[src/rtl/j68_flag_pkg.sv]
// Shared encodings for the j68 condition-code unit: sizes, unit selects,
// per-flag control codes, carry-in select codes and CCR bit positions.
package j68_flag_pkg;

  localparam logic [1:0] SZ_BYTE = 2'b00;
  localparam logic [1:0] SZ_WORD = 2'b01;

  typedef enum logic [1:0] {
    ALU_ADD = 2'b00,
    ALU_LOG = 2'b01,
    ALU_SHL = 2'b10,
    ALU_SHR = 2'b11
  } alu_e;

  localparam logic [1:0] FC_KEEP = 2'b00;
  localparam logic [1:0] FC_UPD  = 2'b01;
  localparam logic [1:0] FC_CLR  = 2'b10;
  localparam logic [1:0] FC_SET  = 2'b11;
  localparam logic [2:0] ZC_STICKY = 3'b101;

  localparam logic [3:0] CIN_KEEP = 4'h0;
  localparam logic [3:0] CIN_ZERO = 4'h1;
  localparam logic [3:0] CIN_CADD = 4'h2;
  localparam logic [3:0] CIN_CDER = 4'h3;
  localparam logic [3:0] CIN_X    = 4'h4;
  localparam logic [3:0] CIN_R7   = 4'h5;
  localparam logic [3:0] CIN_R15  = 4'h6;
  localparam logic [3:0] CIN_N    = 4'h7;
  localparam logic [3:0] CIN_A0   = 4'h8;
  localparam logic [3:0] CIN_A7   = 4'h9;
  localparam logic [3:0] CIN_A15  = 4'hA;
  localparam logic [3:0] CIN_AHI  = 4'hB;
  localparam logic [3:0] CIN_B0   = 4'hC;
  localparam logic [3:0] CIN_B7   = 4'hD;
  localparam logic [3:0] CIN_B15  = 4'hE;
  localparam logic [3:0] CIN_BHI  = 4'hF;

  localparam int CC_X = 4;
  localparam int CC_N = 3;
  localparam int CC_Z = 2;
  localparam int CC_V = 1;
  localparam int CC_C = 0;

  function automatic logic apply_fc(input logic [1:0] code, input logic cur, input logic upd);
    case (code)
      FC_KEEP: return cur;
      FC_UPD:  return upd;
      FC_CLR:  return 1'b0;
      default: return 1'b1;
    endcase
  endfunction

endpackage

[src/rtl/j68_flag_stack.sv]
// LIFO of 5-bit CCR snapshots with push, pop, push+pop swap, clear,
// occupancy count and sticky overflow/underflow flags.
module j68_flag_stack
  import j68_flag_pkg::*;
#(
  parameter int DEPTH = 4
) (
  input  logic                     clk,
  input  logic                     rst,
  input  logic                     ena,
  input  logic                     push,
  input  logic                     pop,
  input  logic                     clr,
  input  logic [4:0]               din,
  output logic [4:0]               top,
  output logic                     pop_ok,
  output logic [$clog2(DEPTH):0]   cnt,
  output logic                     ovf,
  output logic                     unf
);
  localparam int IW = $clog2(DEPTH);
  localparam int CW = IW + 1;

  logic [4:0]    mem_reg [DEPTH];
  logic [CW-1:0] cnt_reg;
  logic          ovf_reg;
  logic          unf_reg;
  logic          empty;
  logic          full;
  logic [IW-1:0] top_idx;
  logic [IW-1:0] wr_idx;

  assign empty   = (cnt_reg == '0);
  assign full    = (cnt_reg == CW'(DEPTH));
  assign top_idx = IW'(cnt_reg - CW'(1));
  assign wr_idx  = cnt_reg[IW-1:0];
  assign top     = mem_reg[top_idx];
  assign pop_ok  = pop & ~clr & ~empty;
  assign cnt     = cnt_reg;
  assign ovf     = ovf_reg;
  assign unf     = unf_reg;

  always_ff @(posedge clk) begin
    if (rst) begin
      cnt_reg <= '0;
      ovf_reg <= 1'b0;
      unf_reg <= 1'b0;
    end else if (ena) begin
      if (clr) begin
        cnt_reg <= '0;
        ovf_reg <= 1'b0;
        unf_reg <= 1'b0;
      end else if (push && !(pop && !empty)) begin
        if (full) ovf_reg <= 1'b1;
        else      cnt_reg <= cnt_reg + CW'(1);
      end else if (pop && !push) begin
        if (empty) unf_reg <= 1'b1;
        else       cnt_reg <= cnt_reg - CW'(1);
      end
    end
  end

  // Storage carries no reset: the count alone defines which entries are live.
  always_ff @(posedge clk) begin
    if (!rst && ena && !clr && push) begin
      if (pop && !empty) mem_reg[top_idx] <= din;
      else if (!full)    mem_reg[wr_idx]  <= din;
    end
  end

endmodule

[src/rtl/j68_flag_unit.sv]
// j68 condition-code unit: XNZVC derivation from CHUNK-bit result slices,
// ALU carry-in register and a CCR shadow stack for exception entry/return.
module j68_flag_unit
  import j68_flag_pkg::*;
#(
  parameter int CHUNK      = 16,
  parameter int SAVE_DEPTH = 4
) (
  input  logic                          clk,
  input  logic                          rst,
  input  logic                          clk_ena,
  input  logic [1:0]                    l_size,
  input  logic [1:0]                    l_alu,
  input  logic                          div_v,
  input  logic [2:0]                    c_add,
  input  logic [2:0]                    v_add,
  input  logic [2:0]                    c_shf,
  input  logic [2:0]                    v_shf,
  input  logic [CHUNK-1:0]              l_res,
  input  logic                          z_acc,
  input  logic [CHUNK-1:0]              a_src,
  input  logic [CHUNK-1:0]              b_src,
  input  logic [10:0]                   flg_c,
  input  logic [3:0]                    cin_c,
  input  logic                          ccr_wr,
  input  logic [4:0]                    ccr_din,
  input  logic                          push,
  input  logic                          pop,
  input  logic                          stk_clr,
  output logic [4:0]                    cc_out,
  output logic                          c_in,
  output logic                          z_flg,
  output logic                          g_flg,
  output logic [$clog2(SAVE_DEPTH):0]   stk_cnt,
  output logic                          stk_ovf,
  output logic                          stk_unf
);
  logic [4:0] cc_reg, cc_next;
  logic       c_in_reg, c_in_next;
  logic       zacc_reg;
  logic [1:0] sz_idx;
  logic       c_der, v_der, n_der, zs, z_der;
  logic [4:0] stk_top;
  logic       pop_ok, pop_req;

  assign sz_idx = l_size[1] ? 2'd2 : {1'b0, l_size[0]};

  always_comb begin
    c_der = 1'b0;
    v_der = 1'b0;
    case (alu_e'(l_alu))
      ALU_ADD: begin c_der = c_add[sz_idx]; v_der = v_add[sz_idx]; end
      ALU_LOG: begin c_der = 1'b0;          v_der = 1'b0;          end
      ALU_SHL: begin c_der = c_shf[sz_idx]; v_der = v_shf[sz_idx]; end
      ALU_SHR: begin c_der = c_shf[sz_idx]; v_der = v_shf[sz_idx] & div_v; end
      default: ;
    endcase
  end

  always_comb begin
    n_der = l_res[CHUNK-1];
    zs    = ~|l_res;
    if (l_size == SZ_BYTE) begin
      n_der = l_res[7];
      zs    = ~|l_res[7:0];
    end else if (l_size == SZ_WORD) begin
      n_der = l_res[15];
      zs    = ~|l_res[15:0];
    end
  end

  assign z_der = z_acc ? (zs & zacc_reg) : zs;
  assign z_flg = z_der;
  assign g_flg = ~z_der & ~(n_der ^ v_der);

  // An empty-stack pop paired with a push is just a push, so it does not freeze the CCR.
  assign pop_req = pop & ~stk_clr & ~(push & (stk_cnt == '0));

  always_comb begin
    cc_next = cc_reg;
    if (pop_req) begin
      if (pop_ok) cc_next = stk_top;
    end else if (ccr_wr) begin
      cc_next = ccr_din;
    end else begin
      cc_next[CC_C] = apply_fc(flg_c[1:0], cc_reg[CC_C], c_der);
      cc_next[CC_V] = apply_fc(flg_c[3:2], cc_reg[CC_V], v_der);
      cc_next[CC_N] = apply_fc(flg_c[8:7], cc_reg[CC_N], n_der);
      cc_next[CC_X] = apply_fc(flg_c[10:9], cc_reg[CC_X], c_der);
      if (flg_c[6:4] == ZC_STICKY) cc_next[CC_Z] = z_der & cc_reg[CC_Z];
      else cc_next[CC_Z] = apply_fc(flg_c[5:4], cc_reg[CC_Z], z_der);
    end
  end

  always_comb begin
    c_in_next = c_in_reg;
    case (cin_c)
      CIN_KEEP: c_in_next = c_in_reg;
      CIN_ZERO: c_in_next = 1'b0;
      CIN_CADD: c_in_next = c_add[1];
      CIN_CDER: c_in_next = c_der;
      CIN_X:    c_in_next = cc_reg[CC_X];
      CIN_R7:   c_in_next = l_res[7];
      CIN_R15:  c_in_next = l_res[15];
      CIN_N:    c_in_next = cc_reg[CC_N];
      CIN_A0:   c_in_next = a_src[0];
      CIN_A7:   c_in_next = a_src[7];
      CIN_A15:  c_in_next = a_src[15];
      CIN_AHI:  c_in_next = a_src[CHUNK-1];
      CIN_B0:   c_in_next = b_src[0];
      CIN_B7:   c_in_next = b_src[7];
      CIN_B15:  c_in_next = b_src[15];
      default:  c_in_next = b_src[CHUNK-1];
    endcase
  end

  always_ff @(posedge clk) begin
    if (rst) begin
      cc_reg   <= 5'b00100;
      c_in_reg <= 1'b0;
      zacc_reg <= 1'b0;
    end else if (clk_ena) begin
      cc_reg   <= cc_next;
      c_in_reg <= c_in_next;
      zacc_reg <= z_der;
    end
  end

  assign cc_out = cc_reg;
  assign c_in   = c_in_reg;

  j68_flag_stack #(.DEPTH(SAVE_DEPTH)) u_stack (
    .clk    (clk),
    .rst    (rst),
    .ena    (clk_ena),
    .push   (push),
    .pop    (pop),
    .clr    (stk_clr),
    .din    (cc_reg),
    .top    (stk_top),
    .pop_ok (pop_ok),
    .cnt    (stk_cnt),
    .ovf    (stk_ovf),
    .unf    (stk_unf)
  );

endmodule

[config.mk]
export PLATFORM = sky130hd
export DESIGN_NAME = j68_flag_unit
export DESIGN_NICKNAME = d
export VERILOG_FILES = /design/src/rtl/j68_flag_pkg.sv /design/src/rtl/j68_flag_stack.sv /design/src/rtl/j68_flag_unit.sv
export SDC_FILE = /design/constraint.sdc
export NUM_CORES = 1
export LEC_CHECK = 0
export CORE_ASPECT_RATIO = 0.75
export CORE_MARGIN = 2
export CORE_UTILIZATION = 37
export CTS_BUF_LIST = sky130_fd_sc_hd__clkbuf_4 sky130_fd_sc_hd__clkbuf_8
export DETAILED_ROUTE_END_ITERATION = 10
export PLACE_DENSITY = 0.78
export SYNTH_ARGS = -nofsm -noshare
export SYNTH_HDL_FRONTEND = slang
export SYNTH_HIERARCHICAL = 1
export SYNTH_SLANG_ARGS = --single-unit
[constraint.sdc]
create_clock -name clk -period 1.9 [get_ports clk]
set_input_delay 0.19 -clock clk [delete_from_list [all_inputs] [get_ports clk]]
set_output_delay 0.19 -clock clk [all_outputs]
set_load 0.02 [all_outputs]
==> qor.txt, run 1 <==
Htree depth: 2
Avg Cell Area, Syn: 10.2 µm²
Slew margin rel.: 0.614
Max_cap viols: 0
Layout cells sized above 1: 0.264
XOR/XNOR Fraction of Synth Area: 0.0127
Routed vias/inst: 5.39
Slew of the pin with the lowest slew margin: 0.579 ns
Synth Area in Compound Gates: 0.220
First-pass GRT wire length: 9790 µm
Placed cell area: 0.00321 mm²
Die W: 90.3 µm
CP Capture Type: flop
Remaining DRCs: 0
Clock Skew: 0.00175 ns
CP startpoint kind: flop
Crit-path max FO: 5
Sequential area share after synthesis: 0.407
Area share of fa/ha/maj cells after synthesis: 0.0182
Post-Syn Area: 0.00207 mm²
Simple-gate area share of the yosys netlist: 0.196
Sinks on Clock Net: 32
CP bufs+invs: 1
CP cell instances: inv_1, ha_2, nand2b_1, nand2_1, or3_4, a21oi_4
Initial drt markers: 117
Initial Util: 0.386
Syn Inst Count: 202
CTS root buf: clkbuf_8
Clk Latency, worst-skew pair: 0.28 ns
Final setup viols: 0
Post-DRT Antenna Nets: 0
Final hold viol count: 0
F_max: 544 MHz
Reg clk slew, reported paths: 0.07 ns
DPL Wire Length: 5260 µm
Gp weighted congestion: 0.859
Largest net degree at the start of global routing: 20
Routed via count: 2,119
Mux share of post-synthesis cell area: 0.101
Ys async rst share: 0
Gr usage total: 0.203
Yosys warnings: 6
VDD IR max: 0.339 mV
Hold WS: 0.463 ns
Initial antenna violation count: 0
DP Worst Slack: -0.501 ns
ANT cells: 0
Top cells by area, synth: edfxtp_1 (29%), dfxtp_1 (12%), mux4_2 (7.6%)
Required @ worst endpoint: 1.87 ns
Area leader, netlist: edfxtp_1
Max stage delay on crit path: 0.37 ns
Chip height: 68.7 µm
Hold buffer count at CTS: 0
Top cell type's share of synthesized area: 0.291
Slowest CP cell: dfxtp_4
Clock buffer depth: 2
Final instance area: 0.00339 mm²
Setup CP Type: flop to flop
Delay-heaviest family, CP: simple AND/OR/NAND/NOR gates
Status: finished, final reports clean
Port Buffers: 79
Drt pass-1 iters: 4
Post-synth EDFFs: 20
Routed wire length: 6610 µm
Post-synth top flop: edfxtp_1
Num CTS Buffers: 5
Wire per inst: 16.8 µm
Fin nets: 413
Leak pwr: 0.00124 µW
Site Rows: 23
DIE AREA: 0.00620 mm²
Slew Limit Fails: 0
Grt ovf: 0
Vias in the first global route: 2,036
Synthesized net count: 298
#FFs+latches synth: 32
Core footprint: 0.00535 mm²
Largest family of logic cells by synthesized area: compound AO/OA/AOI/OAI gates
Worst min path class: flop to flop
Final Cycle Share: 0.968
Crit path time final: 1.84 ns
CTS tree: built
Setup ws final: 0.0607 ns
Netlist cell types: 50
Max reg flops: 20
IO Pins: 106
Power Density: 632 mW/mm²
Arrival time worst endpoint: 1.81 ns
Final setup TNS: 0 ns
Area grow syn2layout: 64.2%
-- per-stage QoR --
step,utilization,power (µW),cells
3_5_place_dp,0.601,1420,384
3_3_place_gp,0.601,1410,384
4_1_cts,0.627,2130,393
2_1_floorplan,-,1080,202
5_1_grt,0.634,2220,393
6_report,0.634,2140,393
-- worst register-to-register path, stage by stage (launching register included) --
cell	delay [ns]
dfxtp_4	0.37
inv_1	0.06
ha_2	0.21
nand2b_1	0.13
nand2_1	0.13
or3_4	0.37
a21oi_4	0.25
-- placed cells by master, fill, tap and decap left out, types with 9 or more instances in the layout --
| cell | netlist | routed |
|---|---|---|
| buf_4 | 0 | 39 |
| clkdlybuf4s50_1 | 0 | 73 |
| dfxtp_1 | 12 | 10 |
| edfxtp_1 | 20 | 20 |
| inv_1 | 11 | 11 |
| nand3_1 | 9 | 9 |
| nor2_1 | 12 | 11 |
| nor2b_1 | 11 | 9 |
| o21ai_0 | 12 | 11 |
-- power by group --
part	switching, µW	internal (µW)
logic	278	350
clock network	249	463
registers	32.0	770
total	559	1580
-- metal layers --
layer  up-vias  wire, µm  track usage
met2        40      3300        0.336
met1      1040      3040        0.273
met3        10       206       0.0326
met5         -         0            0
met4         0        70       0.0769
li1       1029         -            -
-- cell usage after synthesis, types with 2 or more instances --
library cell,number
nand2_1,8
buf_2,3
nor2b_1,11
nand2b_1,6
nor3b_1,2
or3_1,3
nor4_1,5
nor2_1,12
a21oi_1,12
nand4_1,3
a2111oi_0,3
ha_1,3
dfxtp_1,12
o41a_2,2
o21ai_0,12
xor2_1,2
clkbuf_2,2
a41oi_1,2
a211oi_1,6
mux4_2,7
o22ai_1,2
nand3_1,9
nor3_1,6
edfxtp_1,20
clkbuf_1,2
a31oi_1,2
mux2i_1,5
inv_1,11
o41ai_1,6
buf_1,2
a221oi_2,2
-- kinds of logic (layout without fill, tap and decap cells) --
kind of cell | after synthesis | in the layout
xor gates and xnor gates | 3 | 3
AOI/OAI and AO/OA | 60 | 60
buffers and inverters | 21 | 137
and+or+nand+nor | 71 | 71
muxes | 12 | 12
DFF | 32 | 32
adders and majority gates | 3 | 3
-- final cells by class --
class	instances	area, µm²
fillers	449	1960
multi-input cells	149	1200
repair buffers	118	1080
flip-flops and latches	32	846
clock buffers	7	96.3
well taps	75	93.8
inverters	11	41.3
clock inverters	1	30.0
-- timing repair --
action                                  4_1_cts  5_1_grt
endpoints found under the hold margin         0        0
pin swaps                                     3        5
buffers inserted                              1        0
endpoints found under the setup margin        4       25
resized for setup                            11       14
-- final timing paths --
check / endpoint / cells after the start / slack [ns] / from
min: c_in$_SDFFE_PP0P_ / 2 / 0.46 / c_in$_SDFFE_PP0P_
max reg2reg: u_stack/mem_reg[3][0]$_DFFE_PP_ / 6 / 0.06 / u_stack/cnt[0]$_SDFFE_PP0P_
min reg2reg: c_in$_SDFFE_PP0P_ / 2 / 0.46 / c_in$_SDFFE_PP0P_
max: u_stack/mem_reg[3][0]$_DFFE_PP_ / 6 / 0.06 / u_stack/cnt[0]$_SDFFE_PP0P_
(Power assumes the default switching activity.)
==> run 2: changes to the inputs <==
--- a/config.mk
+++ b/config.mk
@@ -11,6 +11,7 @@
 export CTS_BUF_LIST = sky130_fd_sc_hd__clkbuf_4 sky130_fd_sc_hd__clkbuf_8
 export DETAILED_ROUTE_END_ITERATION = 10
 export PLACE_DENSITY = 0.78
+export SKIP_CTS_REPAIR_TIMING = 1
 export SYNTH_ARGS = -nofsm -noshare
 export SYNTH_HDL_FRONTEND = slang
 export SYNTH_HIERARCHICAL = 1
==> qor.txt, run 2 (synthesis gave the netlist of run 1 again) <==
VDD IR max: 0.338 mV (about the same)
Final Cycle Share: 0.984 (+0.0163)
CP startpoint kind: input port
Leak pwr: 0.00124 µW (about the same)
F_max: 535 MHz (-1.7%)
Gp weighted congestion: 0.859 (unchanged)
CP Capture Type: output pin
Layout cells sized above 1: 0.252 (-0.0118)
Clock buffer depth: 2 (unchanged)
Slew of the pin with the lowest slew margin: 0.600 ns (+0.0217 ns)
Initial antenna violation count: 0 (unchanged)
Routed via count: 2,082 (-1.7%)
Slowest CP cell: clkdlybuf4s50_1
Max reg flops: 20 (unchanged)
Fill count: 452 (+0.67%)
Port Buffers: 79 (unchanged)
Slew Limit Fails: 0 (unchanged)
DIE AREA: 0.00620 mm² (unchanged)
Total power: 2140 µW (-0.28%)
Site Rows: 23 (unchanged)
RSZ-0062 raised after global routing: yes
CTS tree: built
Max stage delay on crit path: 0.53 ns (+0.16 ns)
Num CTS Buffers: 5 (unchanged)
Post-DRT Antenna Nets: 0 (unchanged)
Setup CP Type: input port to output pin
Sinks on Clock Net: 32 (unchanged)
Commonest non-fill, non-tap cells in the layout: clkdlybuf4s50_1 (75), buf_4 (38), edfxtp_1 (20)
Area grow syn2layout: 63.5%
M1 GR Usage: 0.271 (-0.00204)
Worst min path class: flop to flop
Initial drt markers: 121 (+3.4%)
Routed vias/inst: 5.31 (-1.5%)
Reg clk slew, reported paths: 0.07 ns (about the same)
Final setup viols: 0 (unchanged)
GRT met3 Usage: 0.0326 (unchanged)
Fin nets: 412 (-0.24%)
ANT cells: 0 (unchanged)
Crit-path max FO: 4 (-1)
Arrival time worst endpoint: 1.68 ns (-0.13 ns)
Initial Util: 0.386 (unchanged)
CTS root buf: clkbuf_8
Commonest non-fill, non-tap cell in the layout: clkdlybuf4s50_1
CP bufs+invs: 2 (+1)
Delay-heaviest family, CP: buffers and inverters
Largest net degree at the start of global routing: 20 (unchanged)
Required @ worst endpoint: 1.71 ns (-0.16 ns)
Status: finished, final reports clean
Htree depth: 2 (unchanged)
Core footprint: 0.00535 mm² (unchanged)
First-pass GRT wire length: 9710 µm (-0.85%)
Die W: 90.3 µm (unchanged)
Global routing's busiest layer: met2
Grt ovf: 0 (unchanged)
CP cell instances: clkdlybuf4s50_1, nor2b_1, nor4_2, a211oi_2, xor2_1, nor2_1, buf_2
Power Density: 633 mW/mm² (+0.16%)
Gr usage total: 0.201 (-0.00171)
IO Pins: 106 (unchanged)
Chip height: 68.7 µm (unchanged)
Hold WS: 0.463 ns (-0.000250 ns)
Vias in the first global route: 2,021 (-0.74%)
GR Util met2: 0.333 (-0.00376)
Drt pass-1 iters: 4 (unchanged)
Slew margin rel.: 0.599 (-0.0145)
Routed wire length: 6550 µm (-0.97%)
Max_cap viols: 0 (unchanged)
Clock Skew: 0.00280 ns (+0.00105 ns)
Final hold viol count: 0 (unchanged)
Clk Latency, worst-skew pair: 0.28 ns (about the same)
Crit path time final: 1.87 ns (+0.0310 ns)
Remaining DRCs: 0 (unchanged)
DPL Wire Length: 5260 µm (unchanged)
Wire per inst: 16.7 µm (-0.72%)
[run 2: path summary, 6_finish.rpt]
check / start / endpoint / slack [ns] / depth (start not counted)
setup reg to reg: u_stack/cnt[0]$_SDFFE_PP0P_ / u_stack/mem_reg[3][0]$_DFFE_PP_ / 0.05 / 6
hold reg to reg: c_in$_SDFFE_PP0P_ / c_in$_SDFFE_PP0P_ / 0.46 / 2
hold / removal: c_in$_SDFFE_PP0P_ / c_in$_SDFFE_PP0P_ / 0.46 / 2
setup / recovery: l_alu[0] / g_flg / 0.03 / 7
[run 2: per-stage QoR]
step	setup WS, ns	area, µm²	std cells	utilization	setup TNS [ns]
global route	-0.0464	3380	392	0.631	-0.0503
global placement	-0.493	3210	384	0.601	-1.36
CTS	-0.530	3340	392	0.624	-0.956
floorplan	0.00115	2100	202	-	0
finish	0.0297	3380	392	0.631	0
detailed placement	-0.501	3210	384	0.601	-1.71
[run 2: routing by layer]
metal,wire length [µm],part of all wire
met5,0,0
met1,2950,0.45
met3,272,0.042
met4,41,0.0063
met2,3290,0.50
[run 2: final cells by class]
cell class,count,area (µm²),share of cell area
Tap cell,75,93.8,0.0278
Sequential cell,32,846,0.250
Clock buffer,7,96.3,0.0285
Multi-Input combinational cell,149,1190,0.353
Timing Repair Buffer,117,1080,0.319
Clock inverter,1,30.0,0.00889
Inverter,11,41.3,0.0122
[run 2: where the power goes]
part | internal [µW] | switching [µW] | leakage (µW)
sequential | 770 | 32.1 | 0.000282
clock | 463 | 252 | 0.0000645
combinational | 344 | 275 | 0.000895
[run 2: worst reg2reg max path, cell delays in order, from the launching register on]
cell      delay, ns
dfxtp_4        0.38
inv_1          0.06
ha_2           0.21
nand2b_1       0.15
nand2_2        0.11
or3_1          0.37
a21oi_4        0.26
==> run 3: changes to the inputs <==
--- a/config.mk
+++ b/config.mk
@@ -10,7 +10,7 @@
 export CORE_UTILIZATION = 37
 export CTS_BUF_LIST = sky130_fd_sc_hd__clkbuf_4 sky130_fd_sc_hd__clkbuf_8
 export DETAILED_ROUTE_END_ITERATION = 10
-export PLACE_DENSITY = 0.78
+export PLACE_DENSITY_LB_ADDON = 0.08
 export SKIP_CTS_REPAIR_TIMING = 1
 export SYNTH_ARGS = -nofsm -noshare
 export SYNTH_HDL_FRONTEND = slang
==> qor.txt, run 3 (synthesis gave the netlist of run 1 again) <==
Status: finished, final reports clean
CP startpoint kind: input port
Largest net degree at the start of global routing: 13 (-35%)
Slew margin rel.: 0.636 (+0.0362)
CTS tree: built
ANT cells: 0 (unchanged)
Flop pwr share: 0.377 (about the same)
Worst min path class: flop to flop
Power Density: 610 mW/mm² (-3.6%)
Routed via count: 2,159 (+3.7%)
Slowest CP cell: clkdlybuf4s50_1
Port Buffers: 79 (unchanged)
Final instance area: 0.00348 mm² (+3.1%)
Final hold viol count: 0 (unchanged)
Num CTS Buffers: 5 (unchanged)
Slew Limit Fails: 0 (unchanged)
Post-DRT Antenna Nets: 0 (unchanged)
Routed vias/inst: 5.36 (+0.87%)
Drt pass-1 iters: 4 (unchanged)
First-pass GRT wire length: 9940 µm (+2.4%)
Leak pwr: 0.00131 µW (+5.4%)
Max stage delay on crit path: 0.53 ns (about the same)
Final setup viols: 0 (unchanged)
Clock power share: 0.314 (-0.020)
CP Capture Type: output pin
Layout cells sized above 1: 0.290 (+0.0373)
VDD IR max: 0.568 mV (+68%)
Area grow syn2layout: 68.6%
Total power: 2120 µW (-0.53%)
Clock buffer depth: 2 (unchanged)
IO Pins: 106 (unchanged)
Fill count: 446 (-1.3%)
Core footprint: 0.00535 mm² (unchanged)
Initial Util: 0.386 (unchanged)
Initial antenna violation count: 0 (unchanged)
Grt ovf: 0 (unchanged)
Hold Path Stages: 2 (unchanged)
Initial drt markers: 133 (+9.9%)
Clock Skew: 0.00592 ns (+0.00312 ns)
Internal: 1560 µW (-1.1%)
Crit path time final: 1.88 ns (+0.00581 ns)
Commonest non-fill, non-tap cell in the layout: clkdlybuf4s50_1
Site Rows: 23 (unchanged)
Gr usage total: 0.209 (+0.00844)
Setup CP Type: input port to output pin
Final Cycle Share: 0.987 (+0.00306)
P_sw: 565 µW (+1.0%)
Crit-path max FO: 4 (unchanged)
Gp weighted congestion: 0.829 (-3.5%)
RSZ-0062 raised after global routing: yes
Max reg flops: 20 (unchanged)
CTS root buf: clkbuf_8
Fin nets: 423 (+2.7%)
Chip height: 68.7 µm (unchanged)
Vias in the first global route: 1,931 (-4.5%)
Placed cell area: 0.00330 mm² (+2.6%)
Clk Latency, worst-skew pair: 0.28 ns (about the same)
Commonest non-fill, non-tap cells in the layout: clkdlybuf4s50_1 (73), buf_4 (49), edfxtp_1 (20)
Most used cell, CP: buf_4
F_max: 533 MHz (-0.31%)
Arrival time worst endpoint: 1.69 ns (about the same)
Required @ worst endpoint: 1.71 ns (about the same)
Reg clk slew, reported paths: 0.07 ns (about the same)
Max_cap viols: 0 (unchanged)
Hold WS: 0.466 ns (+0.00329 ns)
Combinational Power Share: 0.309 (+0.019)
Sw Share: 0.266 (+0.00404)
Wire per inst: 17.0 µm (+1.6%)
Routed wire length: 6840 µm (+4.4%)
Sinks on Clock Net: 32 (unchanged)
Remaining DRCs: 0 (unchanged)
R2r worst-path depth: 7 (+1)
CP cell instances: clkdlybuf4s50_1, nor2b_2, nor4_2, a211oi_2, buf_4, xor2_1, nor2_1, buf_4
Die W: 90.3 µm (unchanged)
DIE AREA: 0.00620 mm² (unchanged)
DPL Wire Length: 5470 µm (+3.9%)
Htree depth: 2 (unchanged)
Slew of the pin with the lowest slew margin: 0.547 ns (-0.0537 ns)
run 3: area by class of cell:
cell class | count | area (µm²) | share of cell area
clock buffer | 6 | 82.6 | 0.0237
clock inverter | 2 | 33.8 | 0.00970
inverter | 11 | 41.3 | 0.0119
multi-input combinational | 149 | 1220 | 0.351
sequential | 32 | 846 | 0.243
tap | 75 | 93.8 | 0.0269
timing repair buffer | 128 | 1160 | 0.334
run 3: critical path, delay by kind of cell:
kind                      cells  cell delay (ns)
xor gates and xnor gates      1             0.14
AOI/OAI and AO/OA             1             0.22
and+or+nand+nor               3             0.29
buffers and inverters         3             0.84
run 3: power groups by stage:
| stage | Combinational (µW) | Clock [µW] | Sequential [µW] |
|---|---|---|---|
| global placement | 619 | 0 | 814 |
| global route | 700 | 707 | 805 |
| CTS | 628 | 672 | 800 |
| finish | 656 | 668 | 801 |
| floorplan | 246 | 0 | 833 |
| detailed placement | 622 | 0 | 816 |
run 3: final timing paths:
path                                                  start                      to  slack [ns]
worst min-delay path                      c_in$_SDFFE_PP0P_       c_in$_SDFFE_PP0P_        0.47
worst max-delay path                              l_size[1]                   g_flg        0.02
worst max register to register  u_stack/cnt[1]$_SDFFE_PP0P_  cc_out[1]$_SDFFE_PP0P_        0.03
worst min register to register            c_in$_SDFFE_PP0P_       c_in$_SDFFE_PP0P_        0.47
run 3: through the flow:
step | worst slack (ns) | TNS (ns) | std cells | utilization
global placement | -0.467 | -2.57 | 395 | 0.616
detailed placement | -0.481 | -2.73 | 395 | 0.616
floorplan | 0.00115 | 0 | 202 | -
CTS | -0.505 | -0.966 | 403 | 0.638
finish | 0.0239 | 0 | 403 | 0.651
global route | -0.0592 | -0.141 | 403 | 0.651
run 3: metal layers:
layer | routed length [µm] | track usage
met1 | 3180 | 0.301
met2 | 3250 | 0.329
met3 | 386 | 0.0511
met4 | 22 | 0.0327
met5 | 0 | 0
